### src/rtl/vscale_hasti_arbiter_if.sv
// HASTI (AHB-Lite) bus bundle: one master-side request set plus the slave response.
// The master modport drives the request; the slave modport answers it.
interface vscale_hasti_arbiter_if;
    logic [31:0] haddr;
    logic        hwrite;
    logic [2:0]  hsize;
    logic [2:0]  hburst;
    logic        hmastlock;
    logic [3:0]  hprot;
    logic [1:0]  htrans;
    logic [31:0] hwdata;
    logic [31:0] hrdata;
    logic        hready;
    logic        hresp;

    modport master (
        output haddr, hwrite, hsize, hburst, hmastlock, hprot, htrans, hwdata,
        input  hrdata, hready, hresp
    );

    modport slave (
        input  haddr, hwrite, hsize, hburst, hmastlock, hprot, htrans, hwdata,
        output hrdata, hready, hresp
    );
endinterface

### src/rtl/vscale_hasti_arbiter.sv
// Two-master (imem/dmem) to one-slave HASTI arbiter: dmem priority, bounded imem starvation,
// one-deep address hold per master so address-phase acceptance never stalls.
module vscale_hasti_arbiter #(
    parameter int unsigned STARVE_LIMIT = 4
) (
    input  logic                   clk,
    input  logic                   reset,
    vscale_hasti_arbiter_if.slave  imem,
    vscale_hasti_arbiter_if.slave  dmem,
    vscale_hasti_arbiter_if.master mem
);
    localparam logic [1:0] HTRANS_IDLE   = 2'b00;
    localparam logic [1:0] HTRANS_NONSEQ = 2'b10;
    localparam logic [2:0] LIMIT         = 3'(STARVE_LIMIT);

    typedef enum logic [1:0] {
        OWN_NONE = 2'd0,
        OWN_IMEM = 2'd1,
        OWN_DMEM = 2'd2
    } owner_e;

    typedef struct packed {
        logic [31:0] addr;
        logic        write;
        logic [2:0]  size;
        logic [2:0]  burst;
        logic        mastlock;
        logic [3:0]  prot;
    } req_t;

    // Index 0 is imem, index 1 is dmem throughout.
    owner_e      downer_q, downer_d, sel_q, sel;
    logic        lock_q, lock_d;
    logic [1:0]  outstanding_q, outstanding_d;
    logic [1:0]  hold_valid_q, hold_valid_d;
    req_t        hold_q [2];
    req_t        hold_d [2];
    logic [2:0]  starve_cnt_q, starve_cnt_d;

    req_t        live [2];
    req_t        src;
    logic [1:0]  owns, hready, live_req, req, issue;

    assign live[0] = {imem.haddr, imem.hwrite, imem.hsize, imem.hburst, imem.hmastlock, imem.hprot};
    assign live[1] = {dmem.haddr, dmem.hwrite, dmem.hsize, dmem.hburst, dmem.hmastlock, dmem.hprot};

    assign owns[0]     = (downer_q == OWN_IMEM);
    assign owns[1]     = (downer_q == OWN_DMEM);
    assign hready      = ~outstanding_q | (owns & {2{mem.hready}});
    assign live_req[0] = hready[0] & (imem.htrans == HTRANS_NONSEQ);
    assign live_req[1] = hready[1] & (dmem.htrans == HTRANS_NONSEQ);
    assign req         = hold_valid_q | live_req;

    always_comb begin
        sel = OWN_NONE;
        if (lock_q) begin
            sel = sel_q;
        end else if (req[0] && (starve_cnt_q == LIMIT)) begin
            sel = OWN_IMEM;
        end else if (req[1]) begin
            sel = OWN_DMEM;
        end else if (req[0]) begin
            sel = OWN_IMEM;
        end
    end

    assign issue[0] = (sel == OWN_IMEM) & mem.hready;
    assign issue[1] = (sel == OWN_DMEM) & mem.hready;

    // A held copy always wins over the live bus for the same master.
    always_comb begin
        src = '0;
        case (sel)
            OWN_IMEM: src = hold_valid_q[0] ? hold_q[0] : live[0];
            OWN_DMEM: src = hold_valid_q[1] ? hold_q[1] : live[1];
            default:  src = '0;
        endcase
    end

    assign mem.haddr     = src.addr;
    assign mem.hwrite    = src.write;
    assign mem.hsize     = src.size;
    assign mem.hburst    = src.burst;
    assign mem.hmastlock = src.mastlock;
    assign mem.hprot     = src.prot;
    assign mem.htrans    = (sel == OWN_NONE) ? HTRANS_IDLE : HTRANS_NONSEQ;

    always_comb begin
        mem.hwdata = '0;
        case (downer_q)
            OWN_IMEM: mem.hwdata = imem.hwdata;
            OWN_DMEM: mem.hwdata = dmem.hwdata;
            default:  mem.hwdata = '0;
        endcase
    end

    assign imem.hrdata = mem.hrdata;
    assign dmem.hrdata = mem.hrdata;
    assign imem.hready = hready[0];
    assign dmem.hready = hready[1];
    assign imem.hresp  = owns[0] & mem.hresp;
    assign dmem.hresp  = owns[1] & mem.hresp;

    always_comb begin
        outstanding_d = outstanding_q;
        hold_valid_d  = hold_valid_q;
        hold_d        = hold_q;
        starve_cnt_d  = starve_cnt_q;
        downer_d      = downer_q;
        lock_d        = (sel != OWN_NONE) && !mem.hready;
        if (mem.hready) begin
            downer_d = sel;
        end
        for (int m = 0; m < 2; m++) begin
            outstanding_d[m] = (outstanding_q[m] & ~(owns[m] & mem.hready)) | live_req[m];
            hold_valid_d[m]  = (hold_valid_q[m] | live_req[m]) & ~issue[m];
            if (live_req[m] && !issue[m]) begin
                hold_d[m] = live[m];
            end
        end
        if (issue[0] || !(req[0] || outstanding_q[0])) begin
            starve_cnt_d = '0;
        end else if (issue[1] && (starve_cnt_q != LIMIT)) begin
            starve_cnt_d = starve_cnt_q + 3'd1;
        end
    end

    always_ff @(posedge clk) begin
        if (reset) begin
            downer_q      <= OWN_NONE;
            sel_q         <= OWN_NONE;
            lock_q        <= 1'b0;
            outstanding_q <= '0;
            hold_valid_q  <= '0;
            hold_q[0]     <= '0;
            hold_q[1]     <= '0;
            starve_cnt_q  <= '0;
        end else begin
            downer_q      <= downer_d;
            sel_q         <= sel;
            lock_q        <= lock_d;
            outstanding_q <= outstanding_d;
            hold_valid_q  <= hold_valid_d;
            hold_q[0]     <= hold_d[0];
            hold_q[1]     <= hold_d[1];
            starve_cnt_q  <= starve_cnt_d;
        end
    end
endmodule

### src/flat_wrapper.sv
// flat-port wrapper written by rule: the top's interface ports become plain ports
module vscale_hasti_arbiter_flat 
#(
    parameter int unsigned STARVE_LIMIT = 4
)
  (clk, reset, imem_haddr, imem_hwrite, imem_hsize, imem_hburst, imem_hmastlock, imem_hprot, imem_htrans, imem_hwdata, imem_hrdata, imem_hready, imem_hresp, dmem_haddr, dmem_hwrite, dmem_hsize, dmem_hburst, dmem_hmastlock, dmem_hprot, dmem_htrans, dmem_hwdata, dmem_hrdata, dmem_hready, dmem_hresp, mem_haddr, mem_hwrite, mem_hsize, mem_hburst, mem_hmastlock, mem_hprot, mem_htrans, mem_hwdata, mem_hrdata, mem_hready, mem_hresp);
  vscale_hasti_arbiter_if imem_i ();
  vscale_hasti_arbiter_if dmem_i ();
  vscale_hasti_arbiter_if mem_i ();
  input  logic clk;
  input  logic reset;
  input wire logic [$bits(imem_i.haddr)-1:0] imem_haddr;
  input wire logic [$bits(imem_i.hwrite)-1:0] imem_hwrite;
  input wire logic [$bits(imem_i.hsize)-1:0] imem_hsize;
  input wire logic [$bits(imem_i.hburst)-1:0] imem_hburst;
  input wire logic [$bits(imem_i.hmastlock)-1:0] imem_hmastlock;
  input wire logic [$bits(imem_i.hprot)-1:0] imem_hprot;
  input wire logic [$bits(imem_i.htrans)-1:0] imem_htrans;
  input wire logic [$bits(imem_i.hwdata)-1:0] imem_hwdata;
  output wire logic [$bits(imem_i.hrdata)-1:0] imem_hrdata;
  output wire logic [$bits(imem_i.hready)-1:0] imem_hready;
  output wire logic [$bits(imem_i.hresp)-1:0] imem_hresp;
  input wire logic [$bits(dmem_i.haddr)-1:0] dmem_haddr;
  input wire logic [$bits(dmem_i.hwrite)-1:0] dmem_hwrite;
  input wire logic [$bits(dmem_i.hsize)-1:0] dmem_hsize;
  input wire logic [$bits(dmem_i.hburst)-1:0] dmem_hburst;
  input wire logic [$bits(dmem_i.hmastlock)-1:0] dmem_hmastlock;
  input wire logic [$bits(dmem_i.hprot)-1:0] dmem_hprot;
  input wire logic [$bits(dmem_i.htrans)-1:0] dmem_htrans;
  input wire logic [$bits(dmem_i.hwdata)-1:0] dmem_hwdata;
  output wire logic [$bits(dmem_i.hrdata)-1:0] dmem_hrdata;
  output wire logic [$bits(dmem_i.hready)-1:0] dmem_hready;
  output wire logic [$bits(dmem_i.hresp)-1:0] dmem_hresp;
  output wire logic [$bits(mem_i.haddr)-1:0] mem_haddr;
  output wire logic [$bits(mem_i.hwrite)-1:0] mem_hwrite;
  output wire logic [$bits(mem_i.hsize)-1:0] mem_hsize;
  output wire logic [$bits(mem_i.hburst)-1:0] mem_hburst;
  output wire logic [$bits(mem_i.hmastlock)-1:0] mem_hmastlock;
  output wire logic [$bits(mem_i.hprot)-1:0] mem_hprot;
  output wire logic [$bits(mem_i.htrans)-1:0] mem_htrans;
  output wire logic [$bits(mem_i.hwdata)-1:0] mem_hwdata;
  input wire logic [$bits(mem_i.hrdata)-1:0] mem_hrdata;
  input wire logic [$bits(mem_i.hready)-1:0] mem_hready;
  input wire logic [$bits(mem_i.hresp)-1:0] mem_hresp;
  assign imem_i.haddr = imem_haddr;
  assign imem_i.hwrite = imem_hwrite;
  assign imem_i.hsize = imem_hsize;
  assign imem_i.hburst = imem_hburst;
  assign imem_i.hmastlock = imem_hmastlock;
  assign imem_i.hprot = imem_hprot;
  assign imem_i.htrans = imem_htrans;
  assign imem_i.hwdata = imem_hwdata;
  assign imem_hrdata = imem_i.hrdata;
  assign imem_hready = imem_i.hready;
  assign imem_hresp = imem_i.hresp;
  assign dmem_i.haddr = dmem_haddr;
  assign dmem_i.hwrite = dmem_hwrite;
  assign dmem_i.hsize = dmem_hsize;
  assign dmem_i.hburst = dmem_hburst;
  assign dmem_i.hmastlock = dmem_hmastlock;
  assign dmem_i.hprot = dmem_hprot;
  assign dmem_i.htrans = dmem_htrans;
  assign dmem_i.hwdata = dmem_hwdata;
  assign dmem_hrdata = dmem_i.hrdata;
  assign dmem_hready = dmem_i.hready;
  assign dmem_hresp = dmem_i.hresp;
  assign mem_haddr = mem_i.haddr;
  assign mem_hwrite = mem_i.hwrite;
  assign mem_hsize = mem_i.hsize;
  assign mem_hburst = mem_i.hburst;
  assign mem_hmastlock = mem_i.hmastlock;
  assign mem_hprot = mem_i.hprot;
  assign mem_htrans = mem_i.htrans;
  assign mem_hwdata = mem_i.hwdata;
  assign mem_i.hrdata = mem_hrdata;
  assign mem_i.hready = mem_hready;
  assign mem_i.hresp = mem_hresp;
  vscale_hasti_arbiter #(.STARVE_LIMIT(STARVE_LIMIT)) u_core (.clk(clk), .reset(reset), .imem(imem_i), .dmem(dmem_i), .mem(mem_i));
endmodule
### config.mk
export PLATFORM = sky130hd
export DESIGN_NAME = vscale_hasti_arbiter_flat
export DESIGN_NICKNAME = d
export VERILOG_FILES = /design/src/rtl/vscale_hasti_arbiter_if.sv /design/src/rtl/vscale_hasti_arbiter.sv /design/src/flat_wrapper.sv
export SDC_FILE = /design/constraint.sdc
export NUM_CORES = 1
export LEC_CHECK = 0
export BUFFER_PORTS_ARGS = -buffer_cell sky130_fd_sc_hd__buf_2
export CAP_MARGIN = 20
export CORE_AREA = 5 5 129 131
export DETAILED_ROUTE_END_ITERATION = 8
export DIE_AREA = 0 0 134 136
export GPL_ROUTABILITY_DRIVEN = 0
export PLACE_DENSITY = 0.75
export SLEW_MARGIN = 25
export SYNTH_ARGS = -nofsm -noshare
export SYNTH_HDL_FRONTEND = slang
export SYNTH_SLANG_ARGS = --single-unit
### constraint.sdc
create_clock -name clk -period 3.9 [get_ports clk]
set_input_delay 0.78 -clock clk [delete_from_list [all_inputs] [get_ports clk]]
set_output_delay 0.78 -clock clk [all_outputs]
set_load 0.03 [all_outputs]
==> results of run 1 <==
## area by class of cell
| class | instances | area, um2 | share of cell area [%] |
|---|---|---|---|
| antenna | 2 | 5.005 | 0.06713 |
| clock inverter | 7 | 98.84 | 1.326 |
| inverter | 9 | 33.78 | 0.4531 |
| tap | 192 | 240.2 | 3.222 |
| multi-input combinational | 560 | 3487 | 46.77 |
| timing repair buffer | 258 | 1361 | 18.26 |
| sequential | 100 | 2004 | 26.88 |
| clock buffer | 9 | 225.2 | 3.021 |
## report_power, final
group | total [mW] | internal, mW | switching, mW
logic | 0.855 | 0.346 | 0.509
registers | 1.11 | 1.07 | 0.0319
clock network | 0.973 | 0.569 | 0.404
total | 2.93 | 1.99 | 0.945
## layer usage
metal / up-vias / routed length [um] / track usage (%)
li1: 2927 / - / -
met1: 2788 / 7900 / 24.12
met2: 248 / 9672 / 36.30
met3: 45 / 1511 / 4.848
met4: 2 / 564 / 7.714
met5: - / 7 / 0
## flip-flops by register name, summed over array words and instances, names as in the netlist
signal,flops
u_core.sel_q,2
u_core.starve_cnt_q,3
u_core.downer_q,2
u_core.hold_valid_q,2
u_core.outstanding_q,2
u_core.lock_q,1
u_core.hold_q,88
## worst min path at each step
stage | startpoint | to | slack [ps] | cells past startpoint
6_report | u_core.hold_q[17] | u_core.hold_q[17] | 450 | 2
5_1_grt | u_core.hold_q[44] | u_core.hold_q[44] | 470 | 2
4_1_cts | u_core.hold_q[44] | u_core.hold_q[44] | 450 | 2
3_5_place_dp | u_core.hold_q[44] | u_core.hold_q[44] | 440 | 2
3_3_place_gp | u_core.hold_q[47] | u_core.hold_q[47] | 440 | 2
2_1_floorplan | u_core.hold_q[0] | u_core.hold_q[0] | 430 | 2
## worst min-delay path, cell delays in order, from the launching register on
cell     delay (ps)
dfxtp_1         310
nand2_1          50
a21oi_1          50
## cells in the final DEF, fill, tap and decap left out, types with 2 or more instances in the layout
cell type  count
buf_2        240
nand2_1      181
dfxtp_1       98
a21oi_1       93
mux2_2        88
a22oi_1       76
nor2b_1       48
nor2_1        39
buf_4         16
inv_1          9
clkbuf_16      9
ha_1           5
nand2b_1       3
and2_1         3
diode_2        2
a221oi_1       2
a211oi_2       2
nor3_1         2
ha_2           2
clkinv_2       2
bufinv_16      2
buf_12         2
dfxtp_2        2
## cell families (layout without fill, tap and decap cells)
| kind of cell | Yosys count | in the layout | synth area share (%) |
|---|---|---|---|
| AOI/OAI and AO/OA | 179 | 179 | 17.99 |
| xor gates and xnor gates | 2 | 2 | 0.2756 |
| adders and majority gates | 7 | 7 | 1.378 |
| buffers and inverters | 139 | 283 | 13.78 |
| DFF | 100 | 100 | 31.49 |
| muxes | 89 | 89 | 15.74 |
| other | 1 | 3 | 0.05899 |
| and+or+nand+nor | 282 | 282 | 19.29 |
==> results.md, run 1 <==
- Worst Skew: 11.19 ps
- Number of remaining DRC errors: 0
- Vias after detailed routing: 6,010
- Grt total ovfl: 0
- Fraction of layout cells with a size suffix above 1: 39.87%
- CP max stage cell: dfxtp_1
- Reg-to-reg critical path startpoint: u_core.downer_q[0]
- GR Util All Layers: 20.51%
- Root Buffer: clkbuf_16
- # rows: 46
- Max_cap viols: 0
- CTS tree: yes
- Post-synth EDFFs: 0
- Crit path depth: 11
- Starting Density: 41.06%
- Clk slew on worst S/H paths: 70 ps
- Synth top area share: 31.49%
- Core Util, Final: 48.16%
- Minimum clock period: 3554 ps
- Final ANT Viol Nets: 0
- Crit share post-route: 91.13%
- Cell area after layout: 7456 um2
- Max FO, Critical Path: 46
- Area leader, netlist: dfxtp_1
- Final setup viols: 0
- Crit path max-delay family: compound AO/OA/AOI/OAI gates
- Critical Path Max Stage Delay: 350 ps
- Cell Chain, Critical Path: inv_1 > ha_1 > a21boi_2 > inv_1 > a21oi_1 > o31a_1 > ha_2 > buf_12 > a22oi_1 > nor2b_1 > buf_2
- Core area: 15,480 um2
- VDD IR max: 0.2456 mV
- Unrepaired setup endpoints after global routing: false
- Dpl ws: 365.3 ps
- Most used standard cell by instance count after synthesis: nand2_1
- Cells after Synth: 799
- Outcome: finished, final reports clean
- Cts hold-fix bufs: 0
- Layout Cells excl Fill: 1,137
- Detail Placement HPWL: 14.66 mm
- Count of cell types in the netlist: 35
- Worst slew pin tran: 966.3 ps
- Fin. max-slew vios: 0
- R2R cell count: 14
- Crit path launch type: register
- Setup ws final: 345.8 ps
- Fillers: 1,478
- Crit path capture: mem_hprot[1]
- Die height: 136 um
- Crit. Startpoint: u_core.downer_q[0]
- Register bit total from synthesis: 100
- DRT Wirelength: 19.66 mm
- Overall power: 2.934 mW
- TritonRoute pass-1 iters: 5
- Vias per cell: 5.286
- Largest net degree at the start of global routing: 47
- Top cells by count, synth: 181 x nand2_1, 100 x dfxtp_1, 93 x a21oi_1
- Most used cell, CP: inv_1
- Critical Path Sink Type: output port
- Hold Fails Final Rpt: 0
- R2R setup slack: 800 ps
- Postcts setup bufs: 0
- Cts repair resizes: 0
- LEAKAGE: 3.146 nW
- Area contributors post-synth: dfxtp_1 31%, mux2_2 16%, nand2_1 11%
- Rel. slew slack: 35.58%
- Buf/Inv on CP: 4
- IO buf count: 240
- Reg2reg end: u_core.hold_q[34]
- Post-synthesis sequential area ratio: 31.49%
- Die X: 134 um
- Syn Nets: 998
- Clk_lat worst skew: 340 ps
- Data required time at the worst endpoint: 3120 ps
- Syn. warnings: 0
- Layout area overhead: 17.28%
- Setup_tns: 0 ps
- Hold crit path type: reg2reg
- Top Ports: 338
- Fmax: 0.2814 GHz
- WL per Instance: 17.29 um
- CTS sink count: 100
- Die area: 18,220 um2
- H-tree level count: 3
- Vias in the first global route: 5,794
- Pwr per Cell Area: 393.5 nW/um2
- Initial antenna violation count: 2
- Mean Syn Cell Area: 7.957 um2
- Num CTS Buffers: 9
- Net count, final: 1,137
- Netlist Area Pre-Place: 6357 um2
- Worst setup path class: reg2out
- Post-synth top flop: dfxtp_1
- First-pass GRT wire length: 30.05 mm
- Fraction of registers with async set/reset: 0%
- WP data arrival: 2770 ps
- Drt first-iter violations: 327
- CTS Buffer Depth: 2
- Placed instance count: 1,119
- Hold WS: 452.4 ps
- Placed cell areas: 7127 um2
(Power assumes the default switching activity.)
==> inputs of run 2 (changes only) <==
--- a/config.mk
+++ b/config.mk
@@ -12,6 +12,7 @@
 export DIE_AREA = 0 0 134 136
 export GPL_ROUTABILITY_DRIVEN = 0
 export PLACE_DENSITY = 0.75
+export REMOVE_ABC_BUFFERS = 1
 export SLEW_MARGIN = 25
 export SYNTH_ARGS = -nofsm -noshare
 export SYNTH_HDL_FRONTEND = slang
==> run 2 against run 1 <==
  * Sequential power is essentially flat
  * Sequential share of layout area increased by 0.068 points
  * Clock power is 5.2% lower
  * Power is 1.8% lower
  * Design area down 0.25%
  * Clock skew down 1.3 ps
  * Critical path depth is the same
  * First-iteration DRC count shrank 26%
  * Clock-buffer cell count up 3
  * Via count fell by 0.93%
==> results.md, run 2 (synthesis gave the netlist of run 1 again) <==
- Outcome: finished, final reports clean
- VDD IR max: 0.2467 mV
- TritonRoute pass-1 iters: 4
- CTS tree: yes
- Setup_tns: 0 ps
- Reg2reg end: u_core.hold_q[1]
- Critical Path Max Stage Delay: 330 ps
- Vias after detailed routing: 5,954
- Minimum clock period: 3637 ps
- Num CTS Buffers: 9
- Number of remaining DRC errors: 0
- Switching Fraction: 32.05%
- Worst setup path class: reg2out
- Metal-1 WL: 8.644 mm
- NetSw: 0.9232 mW
- Die area: 18,220 um2
- Grt total ovfl: 0
- Hold path cells: 2
- Crit path max-delay family: buffers and inverters
- Fmax: 0.2749 GHz
- Share of power burned in registers: 38.4%
- Hold EP: u_core.hold_q[57]
- Power share of the clock group: 32.0%
- Regs by FF count: u_core.hold_q x88, u_core.starve_cnt_q x3
- Most frequent cells in the layout: 239 x buf_2, 181 x nand2_1, 98 x dfxtp_1
- CP max stage cell: dfxtp_1
- Commonest non-fill, non-tap cell in the layout: buf_2
- First-pass GRT wire length: 31.15 mm
- Top Ports: 338
- Die height: 136 um
- Layout area overhead: 16.98%
- Internal Power: 1.957 mW
- Vias per cell: 5.269
- Die X: 134 um
- LEAKAGE: 3.122 nW
- Worst Hold Launch: u_core.hold_q[57]
- DRT Wirelength: 20.51 mm
- Final setup viols: 0
- Cell Chain, Critical Path: inv_1 > ha_1 > buf_6 > and2_1 > o221ai_1 > a22oi_2 > ha_2 > buf_12 > a22oi_1 > nor2b_1 > buf_2
- Placed cell areas: 7129 um2
- Core area: 15,480 um2
- WL per Instance: 18.15 um
- Reg-to-reg critical path startpoint: u_core.downer_q[0]
- Worst Skew: 9.941 ps
- Cell area after layout: 7437 um2
- Hold crit path type: reg2reg
- Max reg flops: 88
- Vias in the first global route: 5,791
- Top Metal Used: met5
- Postcts setup bufs: 0
- Combinational cell fraction of total power: 29.6%
- Rel. slew slack: 38.62%
- R2R cell count: 13
- H-tree level count: 3
- Unrepaired setup endpoints after global routing: false
- Detail Placement HPWL: 14.91 mm
- Antenna diode count: 0
- WP data arrival: 2860 ps
- Drt first-iter violations: 243
- Starting Density: 41.06%
- Critical Path Sink Type: output port
- Hold Fails Final Rpt: 0
- Largest net degree at the start of global routing: 71
- Buf/Inv on CP: 4
- Placed instance count: 1,114
- Clk_lat worst skew: 340 ps
- Clk slew on worst S/H paths: 70 ps
- Initial antenna violation count: 1
- WL met2: 8.831 mm
- CTS sink count: 100
- Worst slew pin tran: 920.7 ps
- Crit share post-route: 93.26%
- Final ANT Viol Nets: 0
- Net count, final: 1,132
- R2R setup slack: 520 ps
- Max_cap viols: 0
- Crit path launch type: register
- Hold WS: 453.7 ps
- IO buf count: 240
- Top reg by flops: u_core.hold_q
- Metal3 WL: 2.804 mm
- GR Util All Layers: 21.65%
- Fraction of layout cells with a size suffix above 1: 39.45%
- Pwr per Cell Area: 387.3 nW/um2
- # rows: 46
- Max FO, Critical Path: 45
- Fin. max-slew vios: 0
- Layout Cells excl Fill: 1,130
- Root Buffer: clkbuf_16
- Data required time at the worst endpoint: 3120 ps
- CTS Buffer Depth: 2
run 2: cell types whose count changed in the layout (fill, tap and decap cells not counted), sizes merged, moves of 2 or more:
cell / delta
buf: -5
clkbuf: +3
diode: -2
inv: -2
run 2: power groups by stage:
stage          Combinational (mW)  Clock [mW]  Sequential, mW
2_1_floorplan               0.526           0            1.13
3_3_place_gp                0.848           0            1.13
3_5_place_dp                0.858           0            1.13
4_1_cts                     0.861       0.949            1.11
5_1_grt                     0.931       0.990            1.11
6_report                    0.852       0.922            1.11
run 2: worst max-delay path by stage:
stage	slack, ps	startpoint	to	cells past startpoint
2_1_floorplan	-470	u_core.downer_q[0]	mem_haddr[0]	10
3_3_place_gp	280	mem_hready	u_core.hold_q[18]	12
3_5_place_dp	150	mem_hready	u_core.hold_q[1]	12
4_1_cts	200	u_core.downer_q[0]	mem_haddr[1]	11
5_1_grt	40	u_core.downer_q[0]	mem_haddr[1]	11
6_report	260	u_core.downer_q[0]	mem_haddr[1]	11
run 2: what timing repair did:
action	4_1_cts	5_1_grt
hold buffers	0	0
gates resized for setup	0	1
endpoints found under the hold margin	0	0
setup endpoints to repair	0	3
run 2: worst min-delay path, cell delays in order (launching register included):
cell and delay (ps):
dfxtp_1 310, nand2_1 50, a21oi_1 50
run 2: through the flow:
| stage | power (mW) | utilization [%] | setup WS (ps) |
|---|---|---|---|
| finish | 2.881 | 48.04 | 262.8 |
| global route | 3.032 | 48.04 | 41.90 |
| CTS | 2.916 | 48.01 | 198.0 |
| global placement | 1.975 | 46.05 | 284.2 |
| floorplan | 1.660 | - | -469.2 |
| detailed placement | 1.987 | 46.05 | 148.0 |
run 2: area by class of cell:
class | count | area (um2)
clock buffer | 12 | 256.5
clock inverter | 4 | 47.55
fill | 1547 | 8045
inverter | 9 | 33.78
multi-input combinational | 560 | 3487
sequential | 100 | 2004
tap | 192 | 240.2
timing repair buffer | 253 | 1368
run 2: per-layer routing:
metal | vias to the layer above | track usage (%)
met1 | 2721 | 26.21
met4 | 2 | 5.314
met3 | 23 | 12.81
li1 | 2919 | -
met2 | 289 | 32.59
met5 | - | 3.333
==> inputs of run 3 (changes only) <==
==> constraint.sdc (replaced) <==
create_clock -name clk -period 3.9 [get_ports clk]
set_input_delay 1.17 -clock clk [delete_from_list [all_inputs] [get_ports clk]]
set_output_delay 1.17 -clock clk [all_outputs]
set_load 0.03 [all_outputs]
==> run 3 against run 2 <==
  * The run now ends with setup timing left
  * Die area is the same
  * Cell count rose by 2.9%
  * Power grew 16%
  * Critical path depth unchanged
  * Core utilization is 7.4 points higher
  * Clock power rose by 7.0%
  * Register-to-register slack better by 180 ps
  * Critical path type is now in2out
  * Critical endpoint is now mem_haddr[31]
  * Largest power group is now combinational logic
==> results.md, run 3 (synthesis gave the netlist of run 1 again) <==
- Outcome: finished with violations
- Failing checks: setup timing
- Cts hold-fix bufs: 0
- DRT Wirelength: 22.96 mm
- Regs by FF count: u_core.hold_q x88, u_core.starve_cnt_q x3
- Vias in the first global route: 5,824
- Vias per cell: 5.386
- WL per Instance: 19.74 um
- Fraction of layout cells with a size suffix above 1: 48.40%
- CTS sink count: 100
- Overall power: 3.339 mW
- IO buf count: 240
- Fin. max-slew vios: 0
- Number of remaining DRC errors: 0
- Hold Fails Final Rpt: 0
- Crit. Startpoint: mem_hready
- Commonest non-fill, non-tap cell in the layout: buf_2
- Pwr per Cell Area: 389.0 nW/um2
- Crit path capture: mem_haddr[31]
- Crit path launch type: input pin
- WP data arrival: 2940 ps
- R2R cell count: 14
- Detail Placement HPWL: 15.36 mm
- Hold crit path type: reg2reg
- Die area: 18,220 um2
- Reg-to-reg critical path startpoint: u_core.starve_cnt_q[0]
- Die X: 134 um
- VDD IR max: 0.1933 mV
- Fmax: 0.2433 GHz
- Top reg by flops: u_core.hold_q
- Starting Density: 41.06%
- Largest net degree at the start of global routing: 57
- Num CTS Buffers: 9
- # rows: 46
- Layout Cells excl Fill: 1,163
- CTS tree: yes
- Net count, final: 1,165
- LEAKAGE: 3.519 nW
- CTS Buffer Depth: 2
- Antenna diode count: 0
- Setup ws final: -210.0 ps
- GR Util All Layers: 23.07%
- Critical Path Sink Type: output port
- Drt first-iter violations: 321
- Vias after detailed routing: 6,264
- Layout area overhead: 35.01%
- Most frequent cells in the layout: 193 x buf_2, 180 x nand2_1, 98 x dfxtp_1
- Clk_lat worst skew: 350 ps
- Crit share post-route: 105.4%
- Grt total ovfl: 0
- Final ANT Viol Nets: 0
- H-tree level count: 3
- Root Buffer: clkbuf_16
- Placed instance count: 1,126
- Max reg flops: 88
- Worst setup path class: in2out
- Setup_tns: -7947 ps
- Initial antenna violation count: 2
- TritonRoute pass-1 iters: 5
- Core area: 15,480 um2
- Fillers: 1,382
- First-pass GRT wire length: 32.84 mm
- Unrepaired setup endpoints after global routing: true
- Worst Skew: 8.641 ps
- Core Util, Final: 55.44%
- Rel. slew slack: 35.13%
- Final setup viols: 44
- Clk slew on worst S/H paths: 70 ps
- R2R setup slack: 700 ps
- Top Ports: 338
- Max_cap viols: 0
- Die height: 136 um
- Max FO, Critical Path: 5
- Minimum clock period: 4110 ps
- Data required time at the worst endpoint: 2730 ps
- Worst slew pin tran: 973.0 ps
- Reg2reg end: u_core.hold_q[45]
[run 3: worst max-delay path: stages]
cell and delay (ps):
buf_4 140, nand2_2 90, a221oi_2 60, o31a_1 350, buf_4 160, buf_6 110, ha_4 290, buf_12 130
clkbuf_16 140, nor2b_1 140, buf_4 170
[run 3: area by class of cell]
cell class	count	area [um2]	area share, %
sequential	100	2004	23.35
clock inverter	2	38.79	0.4519
inverter	9	36.28	0.4227
tap	192	240.2	2.799
multi-input combinational	560	3861	44.99
timing repair buffer	286	2108	24.56
clock buffer	14	294.0	3.426
[run 3: worst min-delay path by stage]
stage | from | end | depth (start not counted)
after detailed placement | u_core.hold_q[45] | u_core.hold_q[45] | 2
after global placement | u_core.hold_q[74] | u_core.hold_q[74] | 2
after global routing | u_core.hold_q[71] | u_core.hold_q[71] | 2
after CTS | u_core.hold_q[1] | u_core.hold_q[1] | 2
final | u_core.hold_q[1] | u_core.hold_q[1] | 2
after floorplan | u_core.hold_q[0] | u_core.hold_q[0] | 2
[run 3: timing repair]
action,CTS,global route
buffers inserted,9,3
cloned,3,6
resized for setup,103,57
setup endpoints to repair,44,44
pin swaps,5,5
[run 3: routing by layer]
metal / vias up / share of wire (%) / GRT usage (%) / routed length (um)
met4: 6 / 1.5 / 6.629 / 351
met5: - / 0.30 / 3.333 / 68
li1: 2990 / - / - / -
met2: 341 / 44 / 35.18 / 10180
met3: 29 / 13 / 11.51 / 2972
met1: 2898 / 41 / 28.55 / 9386
[run 3: stage by stage]
stage,worst slack (ps),hold WS [ps],cell area (um2)
floorplan,-899.0,426.8,5515
global placement,-277.2,438.0,7295
detailed placement,-301.1,443.1,7295
CTS,-97.69,453.5,8178
global route,-317.0,468.3,8583
finish,-210.0,452.3,8583
[run 3: power breakdown]
part	internal, mW	total (mW)	switching (mW)
Combinational	0.618	1.25	0.632
Clock	0.587	0.987	0.400
Sequential	1.07	1.10	0.0275
